File: src/rtl/perf_pkg.sv
// Shared constants and types for the performance counter bank.
//   MODE_WRAP / MODE_SAT : values for the SAT_MODE parameter
//   SEL_W / sel_t        : width and type of the shadow read select
package perf_pkg;

    localparam int MODE_WRAP = 0;
    localparam int MODE_SAT  = 1;
    localparam int SEL_W     = 4;

    typedef logic [SEL_W-1:0] sel_t;

endpackage

File: src/rtl/perf_counter_bank_if.sv
// Control and readback bundle for perf_counter_bank.
//   inc     : per-channel event pulses
//   freeze  : blocks counting (clr and snap still act)
//   clr     : synchronous clear of live counters and overflow flags
//   snap    : copy live counters into shadow registers
//   rd_sel  : shadow channel select
//   rd_data : registered shadow value of the selected channel
//   ovf     : sticky per-channel overflow flags
//   irq     : OR of all ovf bits
interface perf_counter_bank_if
    import perf_pkg::*;
#(
    parameter int NUM_CH = 4,
    parameter int CNT_W  = 11
);
    logic [NUM_CH-1:0] inc;
    logic              freeze;
    logic              clr;
    logic              snap;
    sel_t              rd_sel;
    logic [CNT_W-1:0]  rd_data;
    logic [NUM_CH-1:0] ovf;
    logic              irq;

    modport master (
        output inc, freeze, clr, snap, rd_sel,
        input  rd_data, ovf, irq
    );

    modport slave (
        input  inc, freeze, clr, snap, rd_sel,
        output rd_data, ovf, irq
    );
endinterface

File: src/rtl/perf_counter_cell.sv
// One channel of the counter bank: live counter, shadow copy and sticky
// overflow flag.
//   clk, reset : clock and asynchronous active-low reset
//   inc_en     : count one event this edge (freeze already folded in)
//   clr        : clear live counter and ovf (shadow untouched)
//   snap       : load shadow from the pre-edge live value
//   shadow     : captured count
//   ovf        : sticky overflow flag
module perf_counter_cell
    import perf_pkg::*;
#(
    parameter int CNT_W    = 11,
    parameter int SAT_MODE = MODE_WRAP
) (
    input  logic             clk,
    input  logic             reset,
    input  logic             inc_en,
    input  logic             clr,
    input  logic             snap,
    output logic [CNT_W-1:0] shadow,
    output logic             ovf
);

    localparam logic [CNT_W-1:0] ONE = {{(CNT_W-1){1'b0}}, 1'b1};

    logic [CNT_W-1:0] live;
    logic             at_max;

    assign at_max = (live == {CNT_W{1'b1}});

    always_ff @(posedge clk or negedge reset) begin
        if (!reset) begin
            live   <= '0;
            shadow <= '0;
            ovf    <= 1'b0;
        end else begin
            // Shadow takes the value from before this edge's clear/increment.
            if (snap) begin
                shadow <= live;
            end
            if (clr) begin
                live <= '0;
                ovf  <= 1'b0;
            end else if (inc_en) begin
                if (at_max) begin
                    ovf  <= 1'b1;
                    live <= (SAT_MODE == MODE_SAT) ? live : '0;
                end else begin
                    live <= live + ONE;
                end
            end
        end
    end

endmodule

File: src/rtl/perf_counter_bank.sv
// Bank of NUM_CH event counters with snapshot shadows, sticky overflow
// flags, an overflow interrupt and a registered shadow read port.
//   clk   : sole clock, rising edge
//   reset : asynchronous active-low reset
//   bus   : perf_counter_bank_if slave (inc, freeze, clr, snap, rd_sel in;
//           rd_data, ovf, irq out)
module perf_counter_bank
    import perf_pkg::*;
#(
    parameter int NUM_CH   = 4,
    parameter int CNT_W    = 11,
    parameter int SAT_MODE = MODE_WRAP
) (
    input logic                 clk,
    input logic                 reset,
    perf_counter_bank_if.slave  bus
);

    logic [CNT_W-1:0]  shadow [NUM_CH];
    logic [NUM_CH-1:0] ovf_r;
    logic [CNT_W-1:0]  rd_mux;

    for (genvar k = 0; k < NUM_CH; k++) begin : g_ch
        perf_counter_cell #(
            .CNT_W    (CNT_W),
            .SAT_MODE (SAT_MODE)
        ) u_cell (
            .clk    (clk),
            .reset  (reset),
            .inc_en (bus.inc[k] & ~bus.freeze),
            .clr    (bus.clr),
            .snap   (bus.snap),
            .shadow (shadow[k]),
            .ovf    (ovf_r[k])
        );
    end

    // Selects with no matching channel fall through to zero.
    always_comb begin
        rd_mux = '0;
        for (int k = 0; k < NUM_CH; k++) begin
            if (bus.rd_sel == SEL_W'(k)) begin
                rd_mux = shadow[k];
            end
        end
    end

    // Registered from the pre-edge shadow, so a read on the snap edge
    // returns the old captured value.
    always_ff @(posedge clk or negedge reset) begin
        if (!reset) begin
            bus.rd_data <= '0;
        end else begin
            bus.rd_data <= rd_mux;
        end
    end

    assign bus.ovf = ovf_r;
    assign bus.irq = |ovf_r;

endmodule

File: src/flat_wrapper.sv
// flat-port wrapper written by rule: the top's interface ports become plain ports
module perf_counter_bank_flat import perf_pkg::*;
#(
    parameter int NUM_CH   = 4,
    parameter int CNT_W    = 11,
    parameter int SAT_MODE = MODE_WRAP
)
  (clk, reset, bus_inc, bus_freeze, bus_clr, bus_snap, bus_rd_sel, bus_rd_data, bus_ovf, bus_irq);
  perf_counter_bank_if #(.NUM_CH(NUM_CH), .CNT_W(CNT_W)) bus_i ();
  input logic clk;
  input logic reset;
  input wire logic [$bits(bus_i.inc)-1:0] bus_inc;
  input wire logic [$bits(bus_i.freeze)-1:0] bus_freeze;
  input wire logic [$bits(bus_i.clr)-1:0] bus_clr;
  input wire logic [$bits(bus_i.snap)-1:0] bus_snap;
  input wire logic [$bits(bus_i.rd_sel)-1:0] bus_rd_sel;
  output wire logic [$bits(bus_i.rd_data)-1:0] bus_rd_data;
  output wire logic [$bits(bus_i.ovf)-1:0] bus_ovf;
  output wire logic [$bits(bus_i.irq)-1:0] bus_irq;
  assign bus_i.inc = bus_inc;
  assign bus_i.freeze = bus_freeze;
  assign bus_i.clr = bus_clr;
  assign bus_i.snap = bus_snap;
  assign bus_i.rd_sel = bus_rd_sel;
  assign bus_rd_data = bus_i.rd_data;
  assign bus_ovf = bus_i.ovf;
  assign bus_irq = bus_i.irq;
  perf_counter_bank #(.NUM_CH(NUM_CH), .CNT_W(CNT_W), .SAT_MODE(SAT_MODE)) u_core (.clk(clk), .reset(reset), .bus(bus_i));
endmodule
File: config.mk
export PLATFORM = sky130hd
export DESIGN_NAME = perf_counter_bank_flat
export DESIGN_NICKNAME = d
export VERILOG_FILES = /design/src/rtl/perf_pkg.sv /design/src/rtl/perf_counter_bank_if.sv /design/src/rtl/perf_counter_cell.sv /design/src/rtl/perf_counter_bank.sv /design/src/flat_wrapper.sv
export SDC_FILE = /design/constraint.sdc
export NUM_CORES = 1
export LEC_CHECK = 0
export BUFFER_PORTS_ARGS = -buffer_cell sky130_fd_sc_hd__buf_2
export CORE_UTILIZATION = 65
export CTS_CLUSTER_DIAMETER = 100
export CTS_CLUSTER_SIZE = 12
export DETAILED_ROUTE_END_ITERATION = 8
export GPL_TIMING_DRIVEN = 0
export PLACE_DENSITY = 0.84
export REMOVE_ABC_BUFFERS = 1
export SLEW_MARGIN = 15
export SYNTH_ARGS = -nofsm -noshare
export SYNTH_HDL_FRONTEND = slang
export SYNTH_HIERARCHICAL = 1
export SYNTH_SLANG_ARGS = --single-unit
File: constraint.sdc
create_clock -name clk -period 2.9 [get_ports clk]
set_clock_uncertainty 0.2 [all_clocks]
set_input_delay 0.29 -clock clk [delete_from_list [all_inputs] [get_ports clk]]
set_output_delay 0.29 -clock clk [all_outputs]
set_load 0.05 [all_outputs]
==> results of run 1 <==
==> power breakdown <==
group          internal, mW  switching [mW]  total, mW
clock network         0.396           0.471      0.868
logic                0.0507          0.0941      0.145
registers              1.45          0.0143       1.46
total                  1.90           0.580       2.48
==> sequential cells by signal (all words and copies together), names as in the netlist <==
signal and flops:
u_core/bus.rd_data 11, u_core/g_ch.u_cell/live 44, u_core/g_ch.u_cell/shadow 44, u_core/g_ch.u_cell/ovf 4
==> worst paths after layout <==
check | cells past startpoint | slack (ps) | end | startpoint
max | 2 | 890 | bus_irq | u_core/g_ch[1].u_cell/ovf
min | 2 | 110 | u_core/g_ch[3].u_cell/live[8] | reset
max reg2reg | 4 | 1010 | u_core/g_ch[3].u_cell/live[10] | u_core/g_ch[3].u_cell/live[1]
min reg2reg | 1 | 310 | u_core/g_ch[3].u_cell/shadow[10] | u_core/g_ch[3].u_cell/shadow[10]
max in group asynchronous | 3 | 1720 | u_core/g_ch[1].u_cell/live[1] | reset
min in group clk | 3 | 150 | u_core/bus.rd_data[7] | bus_rd_sel[0]
==> per-stage QoR <==
stage | total power [mW] | hold slack (ps)
after global placement | 1.628 | 289.1
after CTS | 2.489 | 114.9
after floorplan | 1.551 | -205.6
final | 2.477 | 109.2
after global routing | 2.570 | 132.3
after detailed placement | 1.638 | -69.93
==> routing by layer <==
metal  vias up  wire length (microns)
met5         -                      0
met4         0                    121
met3        12                    425
met2        76                   4703
met1      1682                   4398
li1       1543                      -
==> worst max-delay path, cell delays in order, from the launching register on <==
cell	delay, ps
sky130_fd_sc_hd__dfrtp_1	410
sky130_fd_sc_hd__or4_1	520
sky130_fd_sc_hd__buf_2	220
==> cell families (layout without fill, tap and decap cells) <==
logic type	after synthesis	after routing	share of synthesized area
DFF	103	103	0.5290
xor gates and xnor gates	12	12	0.02157
buffers and inverters	29	58	0.02799
adders and majority gates	4	4	0.01027
AOI/OAI and AO/OA	83	83	0.1323
muxes	66	66	0.1469
and+or+nand+nor	103	103	0.1320
==> cell type report <==
| class | count | area (sq um) | area share |
|---|---|---|---|
| clock inverters | 6 | 61.31 | 0.01162 |
| multi-input cells | 268 | 2158 | 0.4090 |
| repair buffers | 30 | 183.9 | 0.03485 |
| well taps | 99 | 123.9 | 0.02347 |
| flip-flops and latches | 103 | 2577 | 0.4884 |
| clock buffers | 10 | 127.6 | 0.02418 |
| inverters | 12 | 45.04 | 0.008535 |
==> layout by cell type, fill, tap and decap left out, types with 13 or more instances in the layout <==
cell and instances:
sky130_fd_sc_hd__or4_1 13, sky130_fd_sc_hd__a21oi_1 20, sky130_fd_sc_hd__nor2_1 16, sky130_fd_sc_hd__o22ai_1 15, sky130_fd_sc_hd__nand2_1 32, sky130_fd_sc_hd__dfrtp_1 103, sky130_fd_sc_hd__mux2_2 44, sky130_fd_sc_hd__o31ai_1 16
sky130_fd_sc_hd__buf_2 27, sky130_fd_sc_hd__mux2i_1 22
==> timing repair <==
item                                   4_1_cts  5_1_grt
endpoints found under the hold margin      103        0
hold buffers                                 1        0
setup endpoints to repair                    0        0
buffers inserted                             0        0
==> reports/qor.txt, run 1 <==
Result of the run = complete, no violations
Initial core utilization = 0.6717
Number of iterations in the first detailed-routing pass = 4
Post-route cell area = 5278 sq um
Total length of routed wires = 9649 microns
Clock slew at the register clock pins of the worst setup and hold paths = 100 ps
Setup repair after global routing missed its margin = no
Fraction of layout instances using a drive strength above 1 = 0.2634
Fin crit share = 0.6917
Hold Path Class = input pin to asynchronous set/reset pin
Post-synthesis instance area = 4872 sq um
Flip-flop and latch count after synthesis = 103
Final setup vio count = 0
Clock tree from TritonCTS = yes
Final estimated routing congestion in global placement = 0.7921
H-tree levels = 3
Commonest cells in the synthesized netlist = sky130_fd_sc_hd__dfrtp_1, sky130_fd_sc_hd__mux2_2, sky130_fd_sc_hd__nand2_1
Total Neg Setup Slack = 0 ps
Tightest slew margin relative to the limit = 0.3383
Residual DRC = 0
Top-Level Pins = 29
Number of buffers created by CTS = 9
Latest clock arrival within the worst-skew pair = 360 ps
Maximum fanout encountered on the critical timing path = 3
Routed len/inst = 18.27 microns
Area post-placement = 5079 sq um
Number of different library cells in the post-synthesis netlist = 33
CP Data Required Time = 2410 ps
Diodes inserted = 0
Async set-reset flop share out of synthesis = 1.000
PwrDens = 469.3 nW/um^2
Number of global-route vias before repair = 3189
First-pass GRT wire length = 15720 microns
First-iteration detailed-routing DRC count = 188
Final critical-path required period = 2006 ps
Synthesis warning total = 6
Synthesized netlist cell count = 400
Fill cell total of the finished layout = 544
Number of hold-slack violations in the final timing report = 0
Number of antenna violations at the first check in global routing = 0
Worst Setup Slack post-DPL = 722.5 ps
Worst-margin pin slew = 992.6 ps
GRT Overall Usage = 0.2717
Post-Synthesis Mean Instance Area = 12.18 sq um
Portion of synthesized cell area occupied by the leading cell type = 0.5290
Cell type with the highest aggregate area in the netlist = sky130_fd_sc_hd__dfrtp_1
Number of cell rows = 31
Count of placed standard cells in the final layout, fillers left out = 528
Post-DR vias/cell = 6.275
Maximum clock rate = 498.5 MHz
Placeable core region = 7253 sq um
Area growth from synthesis to final layout = 8.320%
Die outline height = 88.58 microns
Seq/Total Area, Yosys = 0.5290
Die outline width = 88.58 microns
Met3 Track Usage GR = 0.04011
Pin count of the biggest net entering global routing = 90
Critical Path End Type = output port
IO buf count = 28
Most used DFF post-synth = sky130_fd_sc_hd__dfrtp_1
Most congested layer reported by global routing = met2
Data arrival time at the worst-slack endpoint = 1520 ps
Placed insts = 511
Leakage power = 2.485 nW
Post-layout worst setup margin = 894.0 ps
Met2 Use GR = 0.4252
Setup CP Type = flip-flop to output port
Detailed Place HPWL = 6675 microns
Antenna violation net count after detailed routing = 0
Most instantiated library cell after synthesis = sky130_fd_sc_hd__dfrtp_1
Post-layout net count = 441
Sinks on Clock Net = 103
Post-cts gate resize count = 0
Pins over their slew limit = 0
Dominant cells by area after synthesis = sky130_fd_sc_hd__dfrtp_1, sky130_fd_sc_hd__mux2_2, sky130_fd_sc_hd__mux2i_1, sky130_fd_sc_hd__nand2_1, sky130_fd_sc_hd__o31ai_1
Max clock buf depth = 2
Met1 track demand over resource = 0.3909
CP startpoint kind = flip-flop
Final Util = 0.7276
Final global-route overflow total = 0
Cell at the root of the clock tree = sky130_fd_sc_hd__clkbuf_8
Via Count = 3313
Die Outline Area = 7846 sq um
Max Cap Viol = 0
VDD IR-drop max = 0.3074 mV
Number of synthesized flops with an enable pin = 0
(Power assumes the default switching activity.)
==> run 2: changes to the inputs <==
CORE_UTILIZATION = 55   (was 65)
PLACE_DENSITY = 0.76   (was 0.84)
clock period = 1.8 ns   (was 2.9 ns; I/O delays follow)
==> run 2 against run 1 <==
The run now ends with negative setup slack left; combinational power grew 79%; routed wire length grew 3.5%; sequential power grew 62%; sequential share of layout area shrank 1.5 points; critical path depth is the same; register-to-register slack lost 950 ps; count of clock-buffer cells in the layout shrank 1; die area grew 18%; worst hold slack lost 75 ps; final area grew 3.3%; sequential cell count is the same; core utilization shrank 7.7 points; critical endpoint unchanged; largest power group unchanged.
==> reports/qor.txt, run 2 (synthesized netlist as in run 1, its figures left out) <==
Hold Path Class = input pin to flip-flop
Setup CP Type = flip-flop to output port
Tightest slew margin relative to the limit = 0.3372 (-0.001086)
Max Cap Viol = 0 (unchanged)
Die outline height = 96.12 microns (+8.5%)
Count of placed standard cells in the final layout, fillers left out = 549 (+4.0%)
Sequential share of power = 0.597 (+0.006)
First-iteration detailed-routing DRC count = 242 (+29%)
Critical path cell sequence = or4_4 > buf_8
Total Neg Setup Slack = -82.15 ps (-82.15 ps)
Sequential cell area in the final layout = 2581 sq um (+0.15%)
Leading cell type in the layout, fill and taps excluded = sky130_fd_sc_hd__dfrtp_1
Post-layout total power = 3.947 mW (+59%)
Final global-route overflow total = 0 (unchanged)
CP startpoint kind = flip-flop
Worst hold path depth = 3
Int Power = 2.946 mW (+55%)
Hold slack = 34.65 ps (-74.50 ps)
Final estimated routing congestion in global placement = 0.7760 (-2.0%)
Max clock buf depth = 2 (unchanged)
Total length of routed wires = 9987 microns (+3.5%)
CP Data Required Time = 1420 ps (-990 ps)
Initial core utilization = 0.5813 (-0.09045)
Die Outline Area = 9239 sq um (+18%)
Met3 WL post-DR = 441 microns (+3.8%)
Number of antenna violations at the first check in global routing = 0 (unchanged)
GRT Overall Usage = 0.2371 (-0.03456)
Die outline width = 96.12 microns (+8.5%)
Area growth from synthesis to final layout = 11.86%
Final Util = 0.6502 (-0.07737)
Maximum clock rate = 531.3 MHz
Antenna violation net count after detailed routing = 0 (unchanged)
Fraction of layout instances using a drive strength above 1 = 0.3131 (+0.04966)
Reg2Reg Depth = 4 (unchanged)
HP Start = bus_rd_sel[2]
Data arrival time at the worst-slack endpoint = 1500 ps (-20 ps)
Cell at the root of the clock tree = sky130_fd_sc_hd__clkbuf_8
Setup repair after global routing missed its margin = yes
Internal reg-to-reg setup slack = 60 ps (-950 ps)
Area used by multi-input combinational logic = 2212 sq um (+2.5%)
Critical Path End Type = output port
Part of the power in the clock network = 0.337 (-0.013)
Placeable core region = 8382 sq um (+16%)
Sinks on Clock Net = 103 (unchanged)
Amount of wire on met2 after detailed routing = 4775 microns (+1.5%)
Violations in the final reports = negative setup slack
Clock tree from TritonCTS = yes
Maximum fanout encountered on the critical timing path = 2 (-1)
Largest regs = u_core/g_ch.u_cell/live: 44 flops, u_core/g_ch.u_cell/shadow: 44 flops, u_core/bus.rd_data: 11 flops
Post-layout net count = 456 (+3.4%)
Placed insts = 517 (+1.2%)
Fill cell total of the finished layout = 644 (+18%)
Number of buffers created by CTS = 9 (unchanged)
Via Count = 3402 (+2.7%)
Detailed-routing wirelength on met1 = 4702 microns (+6.9%)
H-tree levels = 3 (unchanged)
VDD IR-drop max = 0.3940 mV (+28%)
Top-Level Pins = 29 (unchanged)
Worst-margin pin slew = 994.2 ps (+1.630 ps)
Final setup vio count = 1 (+1)
Highest routing layer actually used = met4
First-pass GRT wire length = 16280 microns (+3.6%)
CP Launch Point = u_core/g_ch[0].u_cell/ovf
Hold path endpoint = u_core/bus.rd_data[7]
Number of global-route vias before repair = 3231 (+1.3%)
Comb power frac = 0.066 (+0.008)
Biggest cell delay along the critical path = 550 ps (+30 ps)
Worst R2R End = u_core/g_ch[3].u_cell/live[10]
Cell type of the slowest stage on the worst timing path = sky130_fd_sc_hd__or4_4
Routed len/inst = 18.19 microns (-0.46%)
Post-layout worst setup margin = -82.15 ps (-976.1 ps)
Most frequent cells in the layout = sky130_fd_sc_hd__dfrtp_1, sky130_fd_sc_hd__mux2_2, sky130_fd_sc_hd__nand2_1
Switching Power = 1.002 mW (+73%)
Residual DRC = 0 (unchanged)
Clock slew at the register clock pins of the worst setup and hold paths = 100 ps (about the same)
Pin count of the biggest net entering global routing = 55 (-39%)
Number of iterations in the first detailed-routing pass = 5 (+1)
Detailed Place HPWL = 6814 microns (+2.1%)
Switching fraction of total power = 0.2537 (+0.01959)
IO buf count = 28 (unchanged)
Latest clock arrival within the worst-skew pair = 370 ps (about the same)
Number of hold-slack violations in the final timing report = 0 (unchanged)
PwrDens = 724.3 nW/um^2 (+54%)
Number of cell rows = 33 (+6.5%)
Diodes inserted = 0 (unchanged)
Fin crit share = 1.046
Final critical-path required period = 1882 ps
Leakage power = 2.539 nW (+2.2%)
RR Startpoint = u_core/g_ch[3].u_cell/live[0]
Post-DR vias/cell = 6.197 (-1.2%)
Pins over their slew limit = 0 (unchanged)
Result of the run = finished, violations left
[run 2: cell types whose count changed in the layout (fill, tap and decap cells not counted), sizes merged]
cell	before	now
inv	12	13
nand4	12	13
clkinv	4	3
buf	29	43
clkbuf	10	9
clkinvlp	1	3
bufinv	1	0
[run 2: metal layers]
metal | GRT usage | up-vias
met5 | 0 | -
met4 | 0.05721 | 0
met3 | 0.04265 | 6
met2 | 0.3587 | 80
met1 | 0.3542 | 1734
li1 | - | 1582
[run 2: through the flow]
| stage | instance area (sq um) | setup WS (ps) |
|---|---|---|
| 4_1_cts | 5378 | -83.69 |
| 5_1_grt | 5450 | -112.7 |
| 6_report | 5450 | -82.15 |
| 3_3_place_gp | 5052 | -705.4 |
| 3_5_place_dp | 5086 | -271.8 |
| 2_1_floorplan | 4781 | 34.37 |
[run 2: what timing repair did]
action                                  4_1_cts  5_1_grt
gates resized for setup                       9        6
pin swaps                                     1        1
buffers inserted                             10        4
hold buffers                                  1        0
cloned                                        0        1
hold endpoints to repair                    103        0
endpoints found under the setup margin       25       16
[run 2: how the worst max path moves through the flow]
stage / end / slack [ps] / cells after the start
floorplan: bus_irq / 30 / 1
global placement: u_core/g_ch[2].u_cell/live[8] / -710 / 1
detailed placement: u_core/g_ch[1].u_cell/live[8] / -270 / 5
CTS: bus_irq / -80 / 2
global route: bus_irq / -110 / 2
finish: bus_irq / -80 / 2
[run 2: power groups by stage]
stage	Clock [mW]	Combinational (mW)	Sequential, mW
5_1_grt	1.49	0.287	2.36
6_report	1.33	0.259	2.36
3_5_place_dp	0	0.236	2.41
2_1_floorplan	0	0.0968	2.40
4_1_cts	1.36	0.261	2.35
3_3_place_gp	0	0.220	2.40
[run 2: final cells by class]
class | instances | area share
repair buffers | 44 | 0.05487
inverters | 12 | 0.008264
multi-input cells | 269 | 0.4059
well taps | 105 | 0.02410
clock buffers | 9 | 0.02273
clock inverters | 7 | 0.01056
flip-flops and latches | 103 | 0.4736
[run 2: worst max-delay path, delay by kind of cell, from the launching register on]
family | cells | cell delay (ps)
simple gates | 1 | 550
flops | 1 | 430
buf+inv | 1 | 170
==> run 3: changes to the inputs <==
RECOVER_POWER = 25   (was unset)
SETUP_SLACK_MARGIN = 0.15   (was unset)
==> run 3 against run 2 <==
The run still ends with negative setup slack left; clock power hardly changed; worst hold slack worse by 1.4 ps; combinational power is 14% higher; count of clock-buffer cells in the layout stayed put; non-clock buffer count is 21 higher; setup slack worse by 1.7 ps; final cell count is 3.6% higher; global-route usage is 0.99 points higher; maximum frequency hardly changed; first-iteration DRC count is 18% higher; critical endpoint unchanged.
==> reports/qor.txt, run 3 (synthesized netlist as in run 1, its figures left out) <==
Number of global-route vias before repair = 3336 (+3.2%)
Initial core utilization = 0.5813 (unchanged)
Worst R2R End = u_core/g_ch[1].u_cell/live[10]
Result of the run = finished, violations left
Maximum fanout encountered on the critical timing path = 2 (unchanged)
Number of logic stages on the critical path including buffering = 2 (unchanged)
Largest regs = u_core/g_ch.u_cell/live: 44 flops, u_core/g_ch.u_cell/shadow: 44 flops, u_core/bus.rd_data: 11 flops
Total length of routed wires = 10930 microns (+9.5%)
Maximum clock rate = 530.8 MHz (about the same)
Final Util = 0.6992 (+0.04896)
Leakage power = 2.648 nW (+4.3%)
First-iteration detailed-routing DRC count = 285 (+18%)
Clock tree from TritonCTS = yes
Hold slack = 33.30 ps (-1.358 ps)
Cell at the root of the clock tree = sky130_fd_sc_hd__clkbuf_8
Max Cap Viol = 0 (unchanged)
Worst-margin pin slew = 1139 ps (+144.6 ps)
Top-Level Pins = 29 (unchanged)
Fin crit share = 1.047 (about the same)
Max clock buf depth = 2 (unchanged)
Number of buffers created by CTS = 9 (unchanged)
Area used by multi-input combinational logic = 2390 sq um (+8.0%)
Internal reg-to-reg setup slack = 140 ps (+80 ps)
Cell type group with the largest total delay on the critical path = simple AND/OR/NAND/NOR gates
Most frequent cells in the layout = sky130_fd_sc_hd__dfrtp_1, sky130_fd_sc_hd__mux2_2, sky130_fd_sc_hd__nand2_1
Final critical-path required period = 1884 ps (+1.653 ps)
Critical path cell sequence = or4_4 > buf_8
GRT Overall Usage = 0.2470 (+0.009915)
Number of cell rows = 33 (unchanged)
Final global-route overflow total = 0 (unchanged)
VDD IR-drop max = 0.3961 mV (+0.54%)
First-pass GRT wire length = 16890 microns (+3.8%)
CP Data Required Time = 1420 ps (about the same)
Hold Path Class = input pin to flip-flop
Placeable core region = 8382 sq um (unchanged)
Critical Path End Type = output port
Number of iterations in the first detailed-routing pass = 5 (unchanged)
Leading cell type in the layout, fill and taps excluded = sky130_fd_sc_hd__dfrtp_1
Die outline height = 96.12 microns (unchanged)
Final estimated routing congestion in global placement = 0.7760 (unchanged)
IO buf count = 28 (unchanged)
H-tree levels = 3 (unchanged)
Die outline width = 96.12 microns (unchanged)
Sinks on Clock Net = 103 (unchanged)
Critical path destination = bus_irq
Data arrival time at the worst-slack endpoint = 1500 ps (about the same)
Sequential cell area in the final layout = 2609 sq um (+1.1%)
Fraction of layout instances using a drive strength above 1 = 0.4397 (+0.1266)
Via Count = 3516 (+3.4%)
Reg2Reg Depth = 4 (unchanged)
Antenna violation net count after detailed routing = 0 (unchanged)
Die Outline Area = 9239 sq um (unchanged)
Cell type of the slowest stage on the worst timing path = sky130_fd_sc_hd__or4_4
Detailed Place HPWL = 6814 microns (unchanged)
Clock slew at the register clock pins of the worst setup and hold paths = 100 ps (about the same)
Residual DRC = 0 (unchanged)
Number of antenna violations at the first check in global routing = 0 (unchanged)
Post-layout net count = 476 (+4.4%)
PwrDens = 681.3 nW/um^2 (-5.9%)
Worst Setup Slack post-DPL = -271.8 ps (unchanged)
Post-DR vias/cell = 6.179 (-0.28%)
Number of hold-slack violations in the final timing report = 0 (unchanged)
Violations in the final reports = negative setup slack
Pin count of the biggest net entering global routing = 55 (unchanged)
Number of buffer and inverter stages on the critical path = 1 (unchanged)
CP Launch Point = u_core/g_ch[0].u_cell/ovf
Area growth from synthesis to final layout = 20.29%
Latest clock arrival within the worst-skew pair = 360 ps (about the same)
CP startpoint kind = flip-flop
Tightest slew margin relative to the limit = 0.2408 (-0.09637)
Final setup vio count = 1 (unchanged)
Biggest cell delay along the critical path = 550 ps (about the same)
Routed len/inst = 19.22 microns (+5.6%)
RR Startpoint = u_core/g_ch[1].u_cell/live[1]
Setup CP Type = flip-flop to output port
Pins over their slew limit = 0 (unchanged)
Post-layout worst setup margin = -83.80 ps (-1.653 ps)
Setup repair after global routing missed its margin = yes
Diodes inserted = 0 (unchanged)
Fill cell total of the finished layout = 587 (-8.9%)
==> run 3: how the worst min path moves through the flow <==
stage / from / endpoint / slack (ps) / cells after the start
2_1_floorplan: reset / u_core/bus.rd_data[0] / -320 / 0
3_3_place_gp: u_core/g_ch[1].u_cell/shadow[2] / u_core/g_ch[1].u_cell/shadow[2] / 290 / 1
3_5_place_dp: reset / u_core/g_ch[1].u_cell/live[4] / -50 / 1
4_1_cts: bus_rd_sel[0] / u_core/bus.rd_data[6] / 20 / 3
5_1_grt: bus_rd_sel[2] / u_core/bus.rd_data[8] / 30 / 3
6_report: bus_rd_sel[2] / u_core/bus.rd_data[7] / 30 / 3
==> run 3: repair_timing <==
| action | 4_1_cts | 5_1_grt |
|---|---|---|
| hold buffers | 1 | 0 |
| hold endpoints to repair | 103 | 0 |
| setup buffers | 20 | 15 |
| endpoints found under the setup margin | 38 | 30 |
| resized for setup | 31 | 56 |
| pin swaps | 17 | 24 |
==> run 3: final cells by class <==
| class | count | share of cell area |
|---|---|---|
| sequential | 103 | 0.4451 |
| multi-input combinational | 268 | 0.4078 |
| timing repair buffer | 65 | 0.08604 |
| tap | 105 | 0.02242 |
| clock buffer | 9 | 0.02114 |
| clock inverter | 7 | 0.009821 |
| inverter | 12 | 0.007686 |
==> run 3: stage by stage <==
| stage | power, mW | area [sq um] | TNS (ps) | std cells |
|---|---|---|---|---|
| after floorplan | 2.499 | 4781 | 0 | 383 |
| after global placement | 2.624 | 5052 | -75470 | 516 |
| after detailed placement | 2.642 | 5086 | -4755 | 517 |
| after CTS | 3.992 | 5574 | -83.69 | 554 |
| after global routing | 4.181 | 5861 | -604.9 | 569 |
| final | 3.993 | 5861 | -83.80 | 569 |
==> run 3: worst register-to-register path: stages (launching register included) <==
cell                      delay (ps)
sky130_fd_sc_hd__dfrtp_1         430
sky130_fd_sc_hd__ha_4            170
sky130_fd_sc_hd__nand4_4         140
sky130_fd_sc_hd__or4_4           520
sky130_fd_sc_hd__a21oi_2         120
==> run 3: report_power, final <==
part	switching (mW)	internal [mW]	leakage (nW)
logic	0.180	0.116	1.17
clock network	0.822	0.515	0.0820
registers	0.0235	2.34	1.39
total	1.03	2.97	2.65
==> run 3: metal layers <==
layer	part of all wire	global-route usage	up-vias
met1	0.45	0.3620	1795
met5	0	0	-
met2	0.49	0.3800	103
li1	-	-	1611
met3	0.049	0.04739	7
met4	0.0079	0.05846	0
